==> src/rtl/btn_bounce_gen_pkg.sv <==
// btn_pkg: shared FSM states, LFSR taps and counter sizing for btn_bounce_gen
//   macro BTN_BOUNCE_LFSR_EN selects randomized bounce timing in the top
package btn_pkg;
    typedef enum logic [1:0] {IDLE = 2'd0, BOUNCE = 2'd1, SETTLE = 2'd2} state_t;
    localparam logic [15:0] LFSR_TAPS = 16'hB400;
    // wide enough for a 1..16 random segment and the settle hold
    function automatic int cnt_w(input int ticks);
        return $clog2((ticks > 16 ? ticks : 16) + 1);
    endfunction
endpackage

==> src/rtl/lfsr16.sv <==
// lfsr16: 16-bit Galois LFSR advancing once per enable strobe
//   clk, reset (async, high), en (shift strobe), seed (reset value, 0 -> 1), q (state)
module lfsr16
    import btn_pkg::*;
(
    input  logic        clk,
    input  logic        reset,
    input  logic        en,
    input  logic [15:0] seed,
    output logic [15:0] q
);
    always_ff @(posedge clk or posedge reset)
        if (reset)
            q <= (seed == 16'h0) ? 16'h0001 : seed;
        else if (en)
            q <= {1'b0, q[15:1]} ^ (q[0] ? LFSR_TAPS : 16'h0);
endmodule

==> src/rtl/btn_bounce_gen.sv <==
// btn_bounce_gen: turns a clean level request into a bouncing button waveform
//   clk, reset (async, high), en (timing strobe), req_press (requested level)
//   btn_out (bouncing line), busy (transition running), done (1-clk settled pulse)
//   macro BTN_BOUNCE_LFSR_EN: random glitch count and segment lengths from lfsr16
module btn_bounce_gen
    import btn_pkg::*;
#(
    parameter int          BOUNCE_EDGES = 2,
    parameter int          SEG_TICKS    = 3,
    parameter int          SETTLE_TICKS = 5,
    parameter logic [15:0] LFSR_SEED    = 16'hACE1
) (
    input  logic clk,
    input  logic reset,
    input  logic en,
    input  logic req_press,
    output logic btn_out,
    output logic busy,
    output logic done
);
    localparam int CW = cnt_w(SETTLE_TICKS > SEG_TICKS ? SETTLE_TICKS : SEG_TICKS);
    state_t          state, state_n;
    logic            btn_n, done_n;
    logic [3:0]      left, left_n;
    logic [CW-1:0]   tick, tick_n;
    logic [2:0]      g;
    logic [CW-1:0]   seg_len;
`ifdef BTN_BOUNCE_LFSR_EN
    logic [15:0] lfsr;
    lfsr16 u_lfsr (.clk(clk), .reset(reset), .en(en), .seed(LFSR_SEED), .q(lfsr));
    assign g       = (lfsr[6:4] > 3'(BOUNCE_EDGES)) ? 3'(BOUNCE_EDGES) : lfsr[6:4];
    assign seg_len = CW'(lfsr[3:0]) + CW'(1);
`else
    assign g       = 3'(BOUNCE_EDGES);
    assign seg_len = CW'(SEG_TICKS);
`endif
    assign busy = (state != IDLE);
    always_comb begin
        state_n = state;
        btn_n   = btn_out;
        left_n  = left;
        tick_n  = tick;
        done_n  = 1'b0;
        if (en)
            case (state)
                IDLE:
                    if (req_press != btn_out) begin
                        btn_n   = ~btn_out;
                        left_n  = {g, 1'b0};
                        state_n = (g != 3'd0) ? BOUNCE : SETTLE;
                        tick_n  = (g != 3'd0) ? seg_len : CW'(SETTLE_TICKS);
                    end
                BOUNCE:
                    if (tick == CW'(1)) begin
                        btn_n   = ~btn_out;
                        left_n  = left - 4'd1;
                        state_n = (left == 4'd1) ? SETTLE : BOUNCE;
                        tick_n  = (left == 4'd1) ? CW'(SETTLE_TICKS) : seg_len;
                    end else
                        tick_n = tick - CW'(1);
                SETTLE:
                    if (tick == CW'(1)) begin
                        done_n  = 1'b1;
                        state_n = IDLE;
                        tick_n  = '0;
                    end else
                        tick_n = tick - CW'(1);
                default:
                    state_n = IDLE;
            endcase
    end
    always_ff @(posedge clk or posedge reset)
        if (reset) begin
            state   <= IDLE;
            btn_out <= 1'b0;
            left    <= '0;
            tick    <= '0;
            done    <= 1'b0;
        end else begin
            state   <= state_n;
            btn_out <= btn_n;
            left    <= left_n;
            tick    <= tick_n;
            done    <= done_n;
        end
endmodule

==> config.mk <==
export PLATFORM = sky130hd
export DESIGN_NAME = btn_bounce_gen
export DESIGN_NICKNAME = d
export VERILOG_FILES = /design/src/rtl/btn_bounce_gen_pkg.sv /design/src/rtl/lfsr16.sv /design/src/rtl/btn_bounce_gen.sv
export SDC_FILE = /design/constraint.sdc
export NUM_CORES = 1
export LEC_CHECK = 0
export ABC_CLOCK_PERIOD_IN_PS = 4900
export BUFFER_PORTS_ARGS = -buffer_cell sky130_fd_sc_hd__buf_2
export CAP_MARGIN = 0
export CELL_PAD_IN_SITES_DETAIL_PLACEMENT = 0
export CELL_PAD_IN_SITES_GLOBAL_PLACEMENT = 1
export CORE_UTILIZATION = 45
export DETAILED_ROUTE_END_ITERATION = 7
export PLACE_DENSITY = 0.88
export SLEW_MARGIN = 5
export SYNTH_ARGS = -nofsm -noshare
export SYNTH_HDL_FRONTEND = slang
export SYNTH_SLANG_ARGS = --single-unit
export TNS_END_PERCENT = 1
==> constraint.sdc <==
create_clock -name clk -period 4.9 [get_ports clk]
set_input_delay 0.245 -clock clk [delete_from_list [all_inputs] [get_ports clk]]
set_output_delay 0.245 -clock clk [all_outputs]
set_load 0.1 [all_outputs]
==> impl_metrics.ini <==
[placed_design]
dp_hpwl_um = 1260
gp_congestion = 0.813
place_area_um2 = 941
port_buffers = 6

[cts]
cts_max_level = 1
clock_sinks = 13
cts_tree = yes
numCtsBuffers = 3
cts.repair.resized = 0
worst_skew_pair.late_latency_ns = 0.28
cts_hold_repair.buffers = 0
clock_path_buffers = 2
clk_pin_slew_ns = 0.08
cts_setup_buffers = 0
clockRootBuffer = clkbuf_4

[worst_setup_path]
worstPathCellList = inv_1 -> ha_1 -> o21ai_0 -> a21oi_1 -> o32ai_1 -> a31oi_1
worstSetupStartpointType = flip-flop
cpPeakStageDelay_ns = 0.47
arrival_ns = 2.03
cp-startpoint = state[1]$_DFFE_PP0P_
critical_path.top_delay_family = compound AO/OA/AOI/OAI gates
path_buf_inv = 1
cp_max_fo = 15
cpMaxStageDelayCell = ha_1
critPathCaptureType = flip-flop
r2r-start = state[1]$_DFFE_PP0P_
critical_path_class = flip-flop to flip-flop
required_ns = 5.08

[logic_synthesis]
synth-seq-cells = 13
synth_area_leaders = dfrtp_1 (36%), ha_1 (11%), inv_1 (4.2%), xnor2_1 (3.9%), a2111oi_2 (3.4%)
syn_area_per_cell_um2 = 9.40
synth_top_family_by_area = compound AO/OA/AOI/OAI gates
yosys-mux-area-fraction = 0.0112
ys.flop_type = dfrtp_1
synthAdderAreaFrac = 0.112
yosysWarnings = 0
synth-edff-count = 0
synth-simple-area-share = 0.188
synthXorXnorAreaFrac = 0.0490
ys_seq_area_frac = 0.364
synth-compound-area-share = 0.218
ys_types = 37
synthArstFlopShare = 1.00
synth_area_um2 = 893
synth_top_area_cell = dfrtp_1
synthesis.nets = 107
yosysTopAreaCellShare = 0.364
synthCells = 95

[timing]
worstMarginPinSlew_ns = 0.628
fin_skew_ns = 0.00700
setup_viol = 0
whs_ns = -0.0212
slew_violations = 0
hold_viol_final = 13
finalCritPeriodShare = 0.377
period_minus_slack_ns = 1.85
finalSetupTns_ns = 0
relSlewSlack = 0.580
fmax_ghz = 0.541
rsz0062_at_grt = false

[floorplanning]
rows = 15
die_area_um2 = 2170
die_x_um = 46.6
die_h_um = 46.6
io_pins = 7
initial_core_util = 0.496
fp.coreArea_um2 = 1800

[pwr]
intPower_uw = 301
clockPowerShare = 0.111
swShare = 0.499
p_total_uw = 601
comb_power_share = 0.575
seqPwrFrac = 0.314
peakVddDrop_mv = 0.254
power_density_nw_per_um2 = 621
power_switching_uw = 300
p_leak_nw = 0.430

[grt]
grt_pass1_vias = 649
grt_use_met1 = 0.263
grt-ovfl-total = 0
grtUsageTotal = 0.198
grt_max_degree = 16
antenna_found_initial = 0
grt_pass1_wl_um = 2940
gr-usage-met2 = 0.286
grt-busiest-layer = met2
met3_usage = 0.0706

[drt]
dr.first_iter.drc_count = 16
wl_um = 1640
routed_wire_length_per_instance_um = 12.9
viasPerCell = 5.39
firstDrtPassIters = 4
ant_nets = 0
drc_errors = 0
num_vias = 685

[finish]
layout-drive-gt1-share = 0.157
finalNetCount = 115
fin_util = 0.537
nFillCells = 168
diodes = 0
area_growth_pct = 8.26
final_area_um2 = 967

[worst_hold_path]
hold_path_class = primary input to async pin

[run_status]
violations = negative hold slack
status = finished, violations left

[job]
maxCapViolCount = 0
kinds of logic after synthesis:
family,after synthesis
muxes,1
buffers and inverters,13
xor gates and xnor gates,5
AOI/OAI and AO/OA,25
and+or+nand+nor,30
adders and majority gates,8
DFF,13
path summary, 6_finish.rpt:
| path | depth (start not counted) | endpoint | slack [ns] |
|---|---|---|---|
| worst min register to register | 1 | btn_out$_DFFE_PP0P_ | 0.51 |
| max in group asynchronous | 2 | left[1]$_DFFE_PP0P_ | 4.58 |
| worst max-delay path | 6 | left[2]$_DFFE_PP0P_ | 3.05 |
| worst min-delay path | 2 | done$_DFF_PP0_ | -0.02 |
| min in group clk | 2 | done$_DFF_PP0_ | 0.26 |
| worst max register to register | 6 | left[2]$_DFFE_PP0P_ | 3.05 |
state kept, by name, summed over array words and instances, names as in the netlist:
signal	cells
done	1
btn_out	1
state	2
tick	5
left	4
metrics by stage:
stage | setup WS (ns) | instances
5_1_grt | 2.87 | 127
6_report | 3.05 | 127
3_3_place_gp | 3.12 | 123
4_1_cts | 3.07 | 127
3_5_place_dp | 3.11 | 123
2_1_floorplan | 2.83 | 95
cells in the final DEF (no fill, tap or decap), types with 2 or more instances in the layout:
| cell | n |
|---|---|
| a2111oi_2 | 2 |
| ha_1 | 8 |
| nand3_1 | 2 |
| o21ai_1 | 4 |
| dfrtp_1 | 13 |
| inv_1 | 10 |
| nor2_1 | 8 |
| nand2_1 | 8 |
| a21oi_1 | 4 |
| buf_2 | 6 |
| xnor2_1 | 4 |
| o21ai_0 | 2 |
| clkbuf_4 | 3 |
| nand2b_1 | 4 |
power groups by stage:
stage	sequential [mW]	combinational, mW	clock [mW]
final	0.189	0.346	0.0667
after global routing	0.195	0.388	0.0766
after CTS	0.188	0.346	0.0702
after detailed placement	0.190	0.344	0
after global placement	0.188	0.342	0
after floorplan	0.213	0.265	0
final cells by class:
class                   count  area [um^2]  share of cell area
repair buffers              6         30.0              0.0310
multi-input cells          69          517               0.534
well taps                  25         31.3              0.0323
flip-flops and latches     13          325               0.336
inverters                  10         37.5              0.0388
clock buffers               4         26.3              0.0272
per-layer routing:
metal  share of wire  wire length [um]
met1            0.48               792
met2            0.43               696
met3           0.072               118
met4           0.017                27
met5               0                 0
cells in the mapped netlist (2+ instances only):
| library cell | instances |
|---|---|
| nand2_1 | 8 |
| a2111oi_2 | 2 |
| o21ai_0 | 2 |
| nor2_1 | 8 |
| inv_1 | 10 |
| o21ai_1 | 4 |
| dfrtp_1 | 13 |
| ha_1 | 8 |
| nand3_1 | 2 |
| buf_2 | 2 |
| xnor2_1 | 4 |
| nand2b_1 | 4 |
| a21oi_1 | 4 |
worst register-to-register path, stage by stage, from the launching register on:
cell and delay, ns:
dfrtp_1 0.40, inv_1 0.10, ha_1 0.47, o21ai_0 0.13, a21oi_1 0.31, o32ai_1 0.16
a31oi_1 0.19
No activity file was read; power rests on OpenSTA's default activity.
